$ cat config.mk
export PLATFORM = sky130hd
export DESIGN_NAME = classificador_frase
export DESIGN_NICKNAME = d
export VERILOG_FILES = /design/src/rtl/classificador_frase.sv
export SDC_FILE = /design/constraint.sdc
export NUM_CORES = 1
export LEC_CHECK = 0
export ABC_AREA = 1
export CORE_MARGIN = 5
export CORE_UTILIZATION = 64
export DETAILED_ROUTE_END_ITERATION = 8
export GPL_ROUTABILITY_DRIVEN = 0
export PLACE_DENSITY = 0.86
export SLEW_MARGIN = 20
export SYNTH_ARGS = -nofsm -noshare
export SYNTH_HDL_FRONTEND = slang
export SYNTH_SLANG_ARGS = --single-unit
$ cat constraint.sdc
create_clock -name clk -period 5.2 [get_ports clk]
set_input_delay 1.04 -clock clk [delete_from_list [all_inputs] [get_ports clk]]
set_output_delay 1.04 -clock clk [all_outputs]
set_load 0.02 [all_outputs]
$ cat src/rtl/classificador_frase.sv
// Phrase classifier: debounces the "ok" push-button into one-cycle note events and
// walks a phrase grammar (prefix, key note, ending) to report adjective/comparative/adverb.
module classificador_frase #(
    parameter int N_PREFIX       = 2,
    parameter int TIMEOUT_CICLOS = 1000
) (
    input  logic       clk,
    input  logic       reset,
    input  logic       ok,
    input  logic       tom,
    input  logic [2:0] nota,
    output logic       fim,
    output logic [1:0] tipo,
    output logic [3:0] notas,
    output logic [6:0] display
);

    typedef enum logic [3:0] {
        INICIAL, PREFIXO, CHAVE_LA, CHAVE_SI, FIM_DO, FIM_RE, FIM_SI, ADJ, COMP, ADV, ERRO
    } estado_t;

    estado_t     estado, prox, base;
    logic [3:0]  notas_prox, nbase;
    logic [23:0] cnt, cnt_prox;
    logic        sync1, sync2, hist, vivo, armado;
    logic        evento, pausa;
    logic [3:0]  codigo;

    // armado only rises once a low level of ok has been sampled after reset, so a
    // button held through reset release cannot fire until it is released.
    assign evento = sync2 & ~hist & armado;
    assign pausa  = (nota == 3'b000);
    assign codigo = {tom, nota};

    function automatic logic [3:0] inc(input logic [3:0] n);
        return (n == 4'd15) ? n : n + 4'd1;
    endfunction

    function automatic logic terminal(input estado_t e);
        return e inside {ADJ, COMP, ADV, ERRO};
    endfunction

    function automatic logic [6:0] hex7(input logic [3:0] v);
        case (v)
            4'h0: return 7'b1000000;
            4'h1: return 7'b1111001;
            4'h2: return 7'b0100100;
            4'h3: return 7'b0110000;
            4'h4: return 7'b0011001;
            4'h5: return 7'b0010010;
            4'h6: return 7'b0000010;
            4'h7: return 7'b1111000;
            4'h8: return 7'b0000000;
            4'h9: return 7'b0010000;
            4'hA: return 7'b0001000;
            4'hB: return 7'b0000011;
            4'hC: return 7'b1000110;
            4'hD: return 7'b0100001;
            4'hE: return 7'b0000110;
            default: return 7'b0001110;
        endcase
    endfunction

    function automatic logic [6:0] seg(input estado_t e, input logic [3:0] n);
        case (e)
            ADJ:     return 7'b0001000;
            COMP:    return 7'b1000110;
            ADV:     return 7'b0100001;
            ERRO:    return 7'b0000110;
            default: return hex7(n);
        endcase
    endfunction

    function automatic logic [1:0] classe(input estado_t e);
        case (e)
            ADJ:     return 2'b01;
            COMP:    return 2'b10;
            ADV:     return 2'b11;
            default: return 2'b00;
        endcase
    endfunction

    always_comb begin
        prox       = estado;
        notas_prox = notas;
        cnt_prox   = '0;
        base       = estado;
        nbase      = notas;
        // A finished phrase restarts as if from INICIAL with the new event.
        if (terminal(estado)) begin
            base  = INICIAL;
            nbase = '0;
        end
        if (evento) begin
            notas_prox = pausa ? nbase : inc(nbase);
            case (base)
                INICIAL: prox = pausa ? ERRO : PREFIXO;
                PREFIXO: begin
                    prox = PREFIXO;
                    if (pausa)                         prox = ERRO;
                    else if (nbase == 4'(N_PREFIX)) begin
                        if (codigo == 4'b0110)         prox = CHAVE_LA;
                        else if (codigo == 4'b1111)    prox = CHAVE_SI;
                        else                           prox = ERRO;
                    end
                end
                CHAVE_LA: begin
                    if (pausa)                  prox = ADJ;
                    else if (codigo == 4'b0001) prox = FIM_DO;
                    else if (codigo == 4'b1111) prox = FIM_SI;
                    else                        prox = ERRO;
                end
                CHAVE_SI: begin
                    if (pausa)                  prox = ADJ;
                    else if (codigo == 4'b0010) prox = FIM_RE;
                    else                        prox = ERRO;
                end
                FIM_DO, FIM_RE: prox = pausa ? COMP : ERRO;
                FIM_SI:         prox = pausa ? ADV : ERRO;
                default: begin
                    prox       = INICIAL;
                    notas_prox = '0;
                end
            endcase
        end else if (estado inside {PREFIXO, CHAVE_LA, CHAVE_SI, FIM_DO, FIM_RE, FIM_SI}) begin
            cnt_prox = cnt + 24'd1;
            if (cnt_prox == 24'(TIMEOUT_CICLOS)) begin
                prox     = ERRO;
                cnt_prox = '0;
            end
        end else if (!terminal(estado) && estado != INICIAL) begin
            prox       = INICIAL;
            notas_prox = '0;
        end
    end

    always_ff @(posedge clk) begin
        if (reset) begin
            sync1   <= 1'b0;
            sync2   <= 1'b0;
            hist    <= 1'b0;
            vivo    <= 1'b0;
            armado  <= 1'b0;
            estado  <= INICIAL;
            notas   <= '0;
            cnt     <= '0;
            fim     <= 1'b0;
            tipo    <= 2'b00;
            display <= 7'b1000000;
        end else begin
            sync1   <= ok;
            sync2   <= sync1;
            hist    <= sync2;
            vivo    <= 1'b1;
            armado  <= armado | (vivo & ~sync1);
            estado  <= prox;
            notas   <= notas_prox;
            cnt     <= cnt_prox;
            fim     <= terminal(prox);
            tipo    <= classe(prox);
            display <= seg(prox, notas_prox);
        end
    end

endmodule

==> results.yml, run 1 <==
outcome:
  status: "finished, final reports clean"
drt:
  drt-total-wl_um: 7010
  dr_total_vias: 2948
  route.detailed.wl_per_inst_um: 12.9
  vias_per_cell: 5.41
  final_ant_viol_nets: 0
  firstDrtPassIters: 5
  drt-initial-drc-count: 273
  drcViolationCount: 0
critical_path:
  worstSetupPathType: "in -> reg"
  path_common_cell: "sky130_fd_sc_hd__inv_1"
  cp.arrival_ps: 3690
  worst-endpoint-required_ps: 5380
  timing.critical_path.from_type: "input port"
  worst-path-max-fanout: 8
  endpoint_kind: "flip-flop"
  timing.critical_path.cells: "clkdlybuf4s50_1 > inv_1 > nand3_1 > nand2_1 > inv_1 > nor2_1 > nor2_1 > o21ai_0 > o21ai_0 > inv_1 > ha_1 > inv_1 > o21ai_0 > nand2_1 > o211ai_1 > a31oi_1 > nor2_1"
  critical_path.slowest_cell: "sky130_fd_sc_hd__clkdlybuf4s50_1"
  timing.critical_path.slowest_cell_delay_ps: 520
cts:
  clock_path_buffers: 2
  cts_num_sinks: 47
  postCtsResizedCells: 0
  cts_root_buf: "sky130_fd_sc_hd__clkbuf_8"
  cts_tree: "yes"
  holdBufCountCts: 0
  number_of_buffers_created_by_cts: 5
  htreeDepth: 2
  post_cts_buffers: 0
  path_clk_slew_ps: 100
  clock_network_latency_to_the_later_pin_of_the_worst_skew_pair_ps: 310
run:
  max-cap-violations: 0
final_layout:
  syn2layout_area_growth_pct: 12.3
  final_util_pct: 75.3
  insertedDiodeCount: 0
  layout.cells.most_common_list: "sky130_fd_sc_hd__nand2_1 (119), sky130_fd_sc_hd__nor2_1 (81), sky130_fd_sc_hd__inv_1 (69), sky130_fd_sc_hd__dfxtp_1 (47), sky130_fd_sc_hd__nand3_1 (23)"
  final_area_um2: 3340
  mostFrequentLayoutCell: "sky130_fd_sc_hd__nand2_1"
  layout.nets: 507
  layout-drive-gt1-share_pct: 8.52
  final_cells: 545
global_routing:
  grt_antenna_before_repair: 0
  global_route.usage.total_pct: 24.1
  first_global_vias: 2805
  gr-total-overflow: 0
  grt_pass1_wl_um: 12200
  grt_start_max_net_pins: 25
place:
  placed_area_um2: 3230
  detailed_place_hpwl_um: 5220
  placement.setup.worst_slack_ps: 1410
  placement.io_buffers: 20
  post-place-cells: 537
synth:
  synth_cell_types: 36
  top_area_cells_in_the_synthesized_netlist: "sky130_fd_sc_hd__dfxtp_1 (32%), sky130_fd_sc_hd__nand2_1 (15%), sky130_fd_sc_hd__nor2_1 (10%)"
  syn-num-nets: 484
  post_synth_instance_area_um2: 2980
  count_of_synthesis_stage_warnings_from_yosys: 0
  synth_sequential_area_ratio_pct: 31.6
  postSynthRegisterBits: 47
  synth_top_area_cell: "sky130_fd_sc_hd__dfxtp_1"
  synth_largest_type_area_fraction_pct: 31.6
  cell_count_after_synthesis: 469
  synth_area_per_cell_um2: 6.35
power_and_ir_drop:
  power_leakage_nw: 1.48
  p_per_area_nw_per_um2: 204
  vdd.ir_drop.worst_mv: 0.212
worst_hold_path:
  holdCritPathClass: "reg -> reg"
sta:
  setup-violations-final: 0
  finalHoldViolCount: 0
  timing.clock.skew_ps: 9.52
  post-route-min-period_ps: 3520
  min_period_over_period_pct: 67.6
  unrepaired_setup_endpoints_after_global_routing: "no"
  final.setup.worst_slack_ps: 1680
  max_slew_margin_pct: 45.4
  fin_tns_setup_ps: 0
  drv_slew: 0
  fmaxAchievable_mhz: 284
  actual_slew_at_the_worst_max_slew_pin_ps: 816
floorplanning:
  initial_utilization_pct: 67.0
  num_rows: 24
  num_io_pins: 21
  chipHeight_um: 78.2
  die_x_um: 78.2
  core_um2: 4440
  fp.dieArea_um2: 6120
-- area by class of cell --
| type | instances | area (um2) |
|---|---|---|
| multi-input combinational | 344 | 1740 |
| tap | 52 | 65.1 |
| clock inverter | 3 | 47.5 |
| clock buffer | 5 | 68.8 |
| fill | 349 | 1100 |
| timing repair buffer | 21 | 208 |
| inverter | 73 | 274 |
| sequential | 47 | 941 |
-- critical path, delay by kind of cell --
kind / cells / cell delay, ps
and+or+nand+nor: 6 / 650
adders and majority gates: 1 / 300
buffers and inverters: 5 / 990
AOI/OAI and AO/OA: 5 / 730
-- cells in the mapped netlist (all sizes together) --
master and instances:
xnor2 2, nor3 6, inv 73, nand2 126, xor2 6, o31ai 1
buf 4, nor4 1, o22ai 1, a21boi 1, a31oi 5, nand3 29
dfxtp 47, o21ai 21, nor3b 1, nor2 92, ha 8, o211ai 2
nand4 17, clkbuf 1, a32oi 1, and3 1, nand3b 4, a21oi 17
a22oi 2
-- registers in the layout, indices dropped and copies added (netlist names), 2 cells and up --
| name | flops |
|---|---|
| cnt | 24 |
| tipo | 2 |
| estado | 4 |
| display | 7 |
| notas | 4 |
-- logic make-up after synthesis --
logic type,share of synthesized area [%]
AO/OA/AOI/OAI,9.70
XOR/XNOR,2.60
adder cells (fa/ha/maj),3.36
buffers and inverters,10.0
flip-flops,31.6
AND/OR/NAND/NOR,42.8
-- report_power, final --
part / leakage, nW / total (mW) / internal [mW] / switching, mW
sequential: 0.380 / 0.365 / 0.363 / 0.00153
combinational: 1.04 / 0.0381 / 0.0146 / 0.0236
clock: 0.0587 / 0.280 / 0.146 / 0.134
total: 1.48 / 0.683 / 0.524 / 0.159
-- metrics by stage --
stage,hold slack [ps],power (mW)
2_1_floorplan,410,0.397
3_3_place_gp,421,0.410
3_5_place_dp,432,0.411
4_1_cts,447,0.685
5_1_grt,471,0.707
6_report,447,0.683
-- per-layer routing --
metal | up-vias | GRT usage [%] | share of wire [%]
met4 | 0 | 7.69 | 1.6
met1 | 1302 | 32.2 | 46
met5 | - | 0 | 0
met3 | 15 | 5.49 | 6.7
met2 | 100 | 38.7 | 45
li1 | 1531 | - | -
-- path summary, 6_finish.rpt --
| path | end | cells past startpoint | slack, ps | startpoint |
|---|---|---|---|---|
| max | display[0]$_SDFF_PP0_ | 17 | 1680 | nota[0] |
| min | sync2$_SDFF_PP0_ | 2 | 450 | sync1$_SDFF_PP0_ |
| max reg2reg | display[0]$_SDFF_PP0_ | 17 | 2010 | estado[1]$_SDFF_PP0_ |
| min reg2reg | sync2$_SDFF_PP0_ | 2 | 450 | sync1$_SDFF_PP0_ |
No activity file was read; power rests on OpenSTA's default activity.
==> inputs of run 2 (changes only) <==
--- a/config.mk
+++ b/config.mk
@@ -7,10 +7,10 @@
 export LEC_CHECK = 0
 export ABC_AREA = 1
 export CORE_MARGIN = 5
-export CORE_UTILIZATION = 64
+export CORE_UTILIZATION = 53
 export DETAILED_ROUTE_END_ITERATION = 8
 export GPL_ROUTABILITY_DRIVEN = 0
-export PLACE_DENSITY = 0.86
+export PLACE_DENSITY = 0.76
 export SLEW_MARGIN = 20
 export SYNTH_ARGS = -nofsm -noshare
 export SYNTH_HDL_FRONTEND = slang
==> constraint.sdc (replaced) <==
create_clock -name clk -period 3.2 [get_ports clk]
set_input_delay 0.64 -clock clk [delete_from_list [all_inputs] [get_ports clk]]
set_output_delay 0.64 -clock clk [all_outputs]
set_load 0.02 [all_outputs]
==> run 2 against run 1 <==
- setup slack worse by 1400 ps
- sequential power up 62%
- critical path depth rose by 3
- flip-flop and latch count unchanged
- utilization decreased by 13 points
- via count is 1.6% lower
- global-route usage decreased by 5.1 points
- clock skew fell by 6.2 ps
- first-iteration DRC count down 40%
- final area grew 1.2%
- largest cell class unchanged
- highest routed layer unchanged
==> results.yml, run 2 (same netlist as run 1, synthesis figures left out) <==
sta:
  min_period_over_period_pct: 91.9
  setup-violations-final: 0
  finalHoldViolCount: 0
  timing.clock.skew_ps: 3.36
  fmaxAchievable_mhz: 340
  actual_slew_at_the_worst_max_slew_pin_ps: 494
  final.setup.worst_slack_ps: 259
  post-route-min-period_ps: 2940
  fin_tns_setup_ps: 0
  drv_slew: 0
  max_slew_margin_pct: 66.7
final_layout:
  layout.nets: 511
  registers.top_by_ff_count: "cnt"
  layout.cells.most_common_list: "sky130_fd_sc_hd__nand2_1 (119), sky130_fd_sc_hd__nor2_1 (80), sky130_fd_sc_hd__inv_1 (69), sky130_fd_sc_hd__dfxtp_1 (47), sky130_fd_sc_hd__nand3_1 (23)"
  syn2layout_area_growth_pct: 13.6
  layout-drive-gt1-share_pct: 9.46
  fillCellCount: 541
  mostFrequentLayoutCell: "sky130_fd_sc_hd__nand2_1"
  final_cells: 569
  final_util_pct: 61.8
  insertedDiodeCount: 0
  reg.largest.list: "cnt: 24 flops, display: 7 flops"
  number_of_flip_flops_in_the_largest_register: 24
power_and_ir_drop:
  power_leakage_nw: 1.49
  power_frac_comb_pct: 6.1
  switchingPower_mw: 0.264
  clock_power_share_pct: 37.2
  vdd.ir_drop.worst_mv: 0.186
  net_switching_fraction_of_the_power_pct: 25.3
  intPower_mw: 0.782
  p_per_area_nw_per_um2: 309
  sequentialPowerShare_pct: 56.7
drt:
  drt-total-wl_um: 6680
  drcViolationCount: 0
  route.detailed.wl_per_inst_um: 11.7
  dr_total_vias: 2902
  final_ant_viol_nets: 0
  vias_per_cell: 5.10
  drt-initial-drc-count: 165
  firstDrtPassIters: 4
cts:
  htreeDepth: 2
  cts_num_sinks: 47
  path_clk_slew_ps: 100
  clock_network_latency_to_the_later_pin_of_the_worst_skew_pair_ps: 300
  cts_root_buf: "sky130_fd_sc_hd__clkbuf_8"
  number_of_buffers_created_by_cts: 5
  clock_path_buffers: 2
  cts_tree: "yes"
run:
  max-cap-violations: 0
floorplanning:
  num_io_pins: 21
  initial_utilization_pct: 54.4
  die_x_um: 85.0
  num_rows: 27
  core_um2: 5470
  fp.dieArea_um2: 7220
  chipHeight_um: 85.0
critical_path:
  timing.critical_path.slowest_cell_delay_ps: 420
  worst-endpoint-required_ps: 3400
  reg2reg_depth: 20
  endpoint_kind: "flip-flop"
  worst-path-max-fanout: 5
  cp.arrival_ps: 3140
  critical_path.slowest_cell: "sky130_fd_sc_hd__dfxtp_1"
  timing.critical_path.from_type: "flip-flop"
  worstSetupPathType: "reg -> reg"
  path_common_cell: "sky130_fd_sc_hd__nand2_1"
  timing.critical_path.cells: "nand2_1 > nand3_1 > nand2_1 > nor2_2 > ha_1 > nand3_1 > nand2_1 > inv_1 > nor2_1 > nor2_1 > o21ai_0 > o21ai_0 > buf_4 > ha_1 > nand2_1 > o21ai_0 > nand2_1 > o21ai_0 > a31oi_1 > nor2_1"
global_routing:
  grt_antenna_before_repair: 0
  global_route.usage.total_pct: 18.9
  first_global_vias: 2725
  grt_start_max_net_pins: 25
  grt_pass1_wl_um: 11500
  gr-total-overflow: 0
place:
  placement.io_buffers: 20
  post-place-cells: 561
  placement.setup.worst_slack_ps: 231
  detailed_place_hpwl_um: 5250
outcome:
  status: "finished, final reports clean"
worst_hold_path:
  min_delay_path_depth: 2
  holdCritPathClass: "reg -> reg"
## run 2: repair_timing
| item | in CTS | in global routing |
|---|---|---|
| setup buffers | 0 | 0 |
| resized for setup | 0 | 1 |
| hold buffers | 0 | 0 |
| hold endpoints to repair | 0 | 0 |
| setup endpoints to repair | 0 | 3 |
## run 2: worst max-delay path: cells and delay by family, from the launching register on
family                     cells  cell delay (ps)
and+or+nand+nor               11             1170
AOI/OAI and AO/OA              5              570
DFF                            1              420
adders and majority gates      2              410
buffers and inverters          2              270
## run 2: layout make-up
cell class                 count  area [um2]  share of cell area, %
clock inverter                 3        28.8                  0.851
inverter                      73         274                   8.10
timing repair buffer          25         238                   7.03
tap                           72        90.1                   2.66
sequential                    47         941                   27.8
multi-input combinational    344        1740                   51.5
clock buffer                   5        68.8                   2.03
## run 2: per-layer routing
layer  global-route usage [%]  vias up  wire [um]
met2                     34.4       43       3390
met1                     22.1     1297       3000
met5                        0        -          0
met4                     6.47        0        117
li1                         -     1547          -
met3                     3.59       15        172
## run 2: final timing paths
kind	start	end	slack, ps
setup / recovery	estado[1]$_SDFF_PP0_	display[5]$_SDFF_PP0_	260
hold / removal	sync1$_SDFF_PP0_	sync2$_SDFF_PP0_	450
hold reg to reg	sync1$_SDFF_PP0_	sync2$_SDFF_PP0_	450
setup reg to reg	estado[1]$_SDFF_PP0_	display[5]$_SDFF_PP0_	260
## run 2: through the flow
step | hold WS, ps | cell area [um2] | power (mW)
3_3_place_gp | 431 | 3280 | 0.669
5_1_grt | 466 | 3380 | 1.09
6_report | 454 | 3380 | 1.05
4_1_cts | 457 | 3380 | 1.06
3_5_place_dp | 441 | 3280 | 0.670
2_1_floorplan | 410 | 2980 | 0.645
## run 2: power by group through the flow
stage	logic (mW)	clock network, mW	registers [mW]
5_1_grt	0.0702	0.430	0.594
2_1_floorplan	0.0355	0	0.610
6_report	0.0636	0.389	0.593
4_1_cts	0.0636	0.404	0.593
3_3_place_gp	0.0620	0	0.607
3_5_place_dp	0.0632	0	0.607
==> RTL change 1 (flow settings as in run 2) <==
Reset style: asynchronous (`reset`), changed in one clocked block.
--- a/src/rtl/classificador_frase.sv
+++ b/src/rtl/classificador_frase.sv
@@ -134,7 +134,7 @@
         end
     end
 
-    always_ff @(posedge clk) begin
+    always_ff @(posedge clk or posedge reset) begin
         if (reset) begin
             sync1   <= 1'b0;
             sync2   <= 1'b0;
Check against the original RTL: differs if reset is asserted again (counterexample within 10 cycles, from zero or initial values and one cycle with reset high); with reset held inactive, the same outputs for 10 cycles.
==> RTL change 1 against run 2 <==
Worst setup slack improved by 0.078 ns. Fmax increased by 2.7%. Critical path depth decreased by 1. Die area increased by 4.0%. Routed wire length decreased by 3.1%. Sequential share of layout area increased by 5.5 points. Cell area increased by 4.4%. Utilization decreased by 1.1 points. Sequential cell count unchanged. Area after synthesis increased by 4.5%. Largest cell class unchanged.
Power is not compared: it rests on default switching activity, and its combinational part moved more than twofold at a synthesized area within 25%.
==> RTL change 1: results (changes against run 2) <==
Commonest cells post-synth=nand2_1, inv_1, nor2_1; CTS Buf Count=5 (unchanged); Pleak=1.67 nW; WHS Path Cells=0 (-2); adder-cell share of the synthesized area=0.0281 (-0.00548); critical path's largest stage delay=0.44 ns (+0.02 ns); first drt pass iteration count=4 (unchanged); Worst Max-Slew Pin Slew=0.667 ns (+0.174 ns); Worst VDD drop=just over 0.6 mV; number of library cell types mapped by synthesis=40 (+11%); Seq/Total Area, Yosys=0.378 (+0.0622); DR iter-0 viols=115 (-30%); clk root buf=clkbuf_8; layout cells sized above 1=0.145 (+0.0505); hpwl dp=4.97 mm (-5.3%); R2R depth=19 (-5.0%); Critical Path Source=estado[1]; H-tree levels=2 (unchanged); clock skew=0.0105 ns (+0.00710 ns); post-synthesis mux area share=0 (unchanged); final wirelength=6.47 mm (-3.1%); Final nets=475 (-7.0%); Worst Hold Class=reg -> reg; Post-Place Cell Area=3440 um2 (+4.7%); Arrival @ worst endpoint=3.11 ns (-0.03 ns); syn nets=445 (-8.1%); Hold Fails Final Rpt=0 (unchanged); number of global-route vias before repair=2591 (-4.9%); clk_lat worst skew=0.30 ns (about the same); clock slew at reported path FFs=approximately 0.09 ns; Ys Warns=0 (unchanged); biggest regs=cnt (24), display (7); top-area cell type share of the netlist area=0.370 (+0.0538); FILL cells=530 (-2.0%); Total GRT Usage=0.187 (-0.00285); hold path startpoint=sync1; largest net degree at the start of global routing=33 (+32%); IO buf count=20 (unchanged); vias per cell=5.15 (+0.92%); ant diodes=0 (unchanged); worst-path maximum fanout=7 (+2); top cells by area, synth=dfrtp_1, nand2_1, inv_1; CP max stage cell=dfrtp_1; status=complete, no violations; global-route wire length before repair=11.3 mm (-1.9%); crit-path leading delay family=simple AND/OR/NAND/NOR gates; Synth Area in Compound Gates=0.104 (+0.00744); pre-CTS WS=0.210 ns (-0.0212 ns); Max Root-Sink Buffers=2 (unchanged); Synth Area in XOR/XNOR=0.0112 (-0.0148); initial antenna violation count=0 (unchanged); Synth async-reset ratio=1.00 (+1.00)
[RTL change 1: changes by cell type in the layout (fill, tap and decap cells not counted), sizes merged, moves of 3 or more]
cell and delta:
nand2 +7, dfrtp +46, clkinv +3, nand4 -4, o21bai +3, inv -16
nor2 -26, xor2 -4, o21ai +3, dfxtp -47
[RTL change 1: final timing paths]
path                         endpoint  slack [ns]
setup / recovery           display[3]        0.34
hold reg to reg                 sync2        0.38
hold / removal                  sync2        0.38
min in group asynchronous      cnt[5]        0.75
max in group asynchronous      cnt[3]        1.83
setup reg to reg           display[3]        0.34
[RTL change 1: metal layers]
metal	track usage	part of all wire
met5	0	0
met4	0.0397	0.012
met3	0.0342	0.027
met2	0.319	0.48
met1	0.247	0.48
[RTL change 1: through the flow]
step / instances / hold slack (ns)
3_5_place_dp: 529 / 0.362
5_1_grt: 537 / 0.405
6_report: 537 / 0.376
3_3_place_gp: 529 / 0.351
4_1_cts: 537 / 0.382
2_1_floorplan: 431 / 0.349
[RTL change 1: final cells by class]
| class | count | area (um2) | area share |
|---|---|---|---|
| Multi-Input combinational cell | 318 | 1680 | 0.476 |
| Timing Repair Buffer | 27 | 253 | 0.0715 |
| Clock buffer | 7 | 86.3 | 0.0244 |
| Sequential cell | 47 | 1180 | 0.333 |
| Clock inverter | 1 | 8.76 | 0.00248 |
| Tap cell | 75 | 93.8 | 0.0266 |
| Inverter | 62 | 233 | 0.0659 |
[RTL change 1: where the power goes]
group | leakage (nW) | switching (mW) | internal, mW
sequential | 0.623 | 0.0568 | 0.698
clock | 0.0484 | 0.208 | 0.177
combinational | 0.998 | 0.654 | 0.416
total | 1.67 | 0.918 | 1.29
[RTL change 1: timing repair]
action | CTS | global route
gates resized for setup | 0 | 1
setup buffers | 0 | 0
endpoints found under the setup margin | 0 | 1
hold buffers | 0 | 0
==> RTL change 2 (settings of run 2) <==
Without the edit above. The parameter `TIMEOUT_CICLOS` goes from 1000 to 500.
--- a/src/rtl/classificador_frase.sv
+++ b/src/rtl/classificador_frase.sv
@@ -2,7 +2,7 @@
 // walks a phrase grammar (prefix, key note, ending) to report adjective/comparative/adverb.
 module classificador_frase #(
     parameter int N_PREFIX       = 2,
-    parameter int TIMEOUT_CICLOS = 1000
+    parameter int TIMEOUT_CICLOS = 500
 ) (
     input  logic       clk,
     input  logic       reset,
Behaviour: same outputs for any inputs over 10 cycles, from zero or initial values and one cycle with reset high; that may be too few to reach the edited logic, so the function may still have changed.
==> RTL change 2 against run 2 <==
Via count is 1.0% higher. Worst setup slack better by 0.11 ns. Cell count up 0.35%. Routed wire length decreased by 0.52%. Cell area is 0.52% lower. Power is 6.0% higher. Area after synthesis decreased by 1.7%. Sequential cell count unchanged. Utilization grew 0.062 points. Sequential power about the same. Critical endpoint is now display[3]. Largest cell class unchanged. Highest routed layer unchanged.
==> RTL change 2: results (changes against run 2) <==
DR WL/cell=11.6 um (-0.87%); Seq/Total Area, Yosys=0.321 (+0.00540); clock skew=0.0126 ns (+0.00923 ns); post-cts sizing count=0 (unchanged); global-route wire length before repair=11.6 mm (+0.66%); met3 usage=0.0324 (-0.00354); ant diodes=0 (unchanged); Worst VDD drop=0.202 mV (+8.5%); met3 wire len=209 um (+22%); CP max stage cell=dfxtp_1; vias per cell=5.13 (+0.65%); Ys Warns=0 (unchanged); Max Root-Sink Buffers=2 (unchanged); layout cells sized above 1=0.0802 (-0.0144); M1 GR Usage=0.209 (-0.0120); critical path's largest stage delay=approximately 0.41 ns; H-tree levels=2 (unchanged); WL met1=2.86 mm (-4.6%); Pleak=1.45 nW (-3.0%); clk_lat worst skew=0.31 ns; Total GRT Usage=0.193 (+0.00339); Commonest cells post-synth=nand2_1, nor2_1, inv_1; crit-path leading delay family=compound AO/OA/AOI/OAI gates; status=complete, no violations; uppermost layer routed=met4; biggest regs=cnt (24), display (7); largest net degree at the start of global routing=25 (unchanged); wire length on met2=3.49 mm (+2.9%); top cells by area, synth=dfxtp_1, nand2_1, nor2_1; worst-path maximum fanout=5 (unchanged); # hold bufs at CTS=0 (unchanged); Worst Hold Class=reg -> reg; initial antenna violation count=0 (unchanged); FILL cells=526 (-2.8%); clk root buf=clkbuf_8; number of library cell types mapped by synthesis=35 (-2.8%); first drt pass iteration count=5 (+1); met2 Resource Use GR=0.376 (+0.0320); syn nets=485 (+0.21%); Synth async-reset ratio=0 (unchanged); IO buf count=20 (unchanged); Final nets=513 (+0.39%); Worst Max-Slew Pin Slew=0.442 ns (-0.0517 ns); DR iter-0 viols=91 (-45%); number of global-route vias before repair=2825 (+3.7%); Post-CTS Setup Bufs=0 (unchanged); clock slew at reported path FFs=approximately 0.090 ns; hpwl dp=5.23 mm (-0.42%); CTS Buf Count=5 (unchanged)
RTL change 2: cell families after synthesis:
logic type | count (synthesis) | share of synthesized area
simple gates | 277 | 0.419
buf+inv | 76 | 0.0991
compound gates | 56 | 0.106
flops | 47 | 0.321
fa+ha+maj | 8 | 0.0342
xor+xnor | 6 | 0.0205
RTL change 2: through the flow:
stage	worst slack, ns	cell area, um2	cells	hold slack (ns)	utilization
final	0.367	3370	571	0.450	0.619
after global routing	0.0221	3370	571	0.477	0.619
after CTS	0.293	3360	571	0.456	0.618
after detailed placement	0.0268	3240	563	0.437	0.597
after global placement	0.0901	3240	563	0.428	0.597
after floorplan	0.492	2930	470	0.410	-
RTL change 2: worst register-to-register path, stage by stage, from the launching register on:
cell,delay [ns]
dfxtp_1,0.41
nand2_2,0.09
inv_1,0.06
nand2_1,0.05
nand2_1,0.17
nor2_1,0.10
ha_1,0.24
a31oi_2,0.28
nor2_1,0.07
nor2_1,0.08
o21ai_0,0.08
o21ai_0,0.15
inv_1,0.14
ha_1,0.30
inv_1,0.07
nand2_1,0.05
o211ai_1,0.10
nand2_1,0.07
a31oi_1,0.17
nor2_1,0.06
RTL change 2: worst paths after layout:
kind	cells past startpoint	slack, ns	from	to
worst max-delay path	19	0.37	estado[1]	display[3]
worst min-delay path	2	0.45	vivo	armado
worst max register to register	19	0.37	estado[1]	display[3]
worst min register to register	2	0.45	vivo	armado
RTL change 2: area by class of cell:
type,instances,share of cell area
multi-input combinational,347,0.506
sequential,47,0.280
inverter,70,0.0781
timing repair buffer,27,0.0751
tap,72,0.0268
clock buffer,5,0.0204
clock inverter,3,0.0138
RTL change 2: report_power, final:
part | internal [mW] | switching, mW
clock network | 0.236 | 0.217
registers | 0.591 | 0.00248
logic | 0.0260 | 0.0370
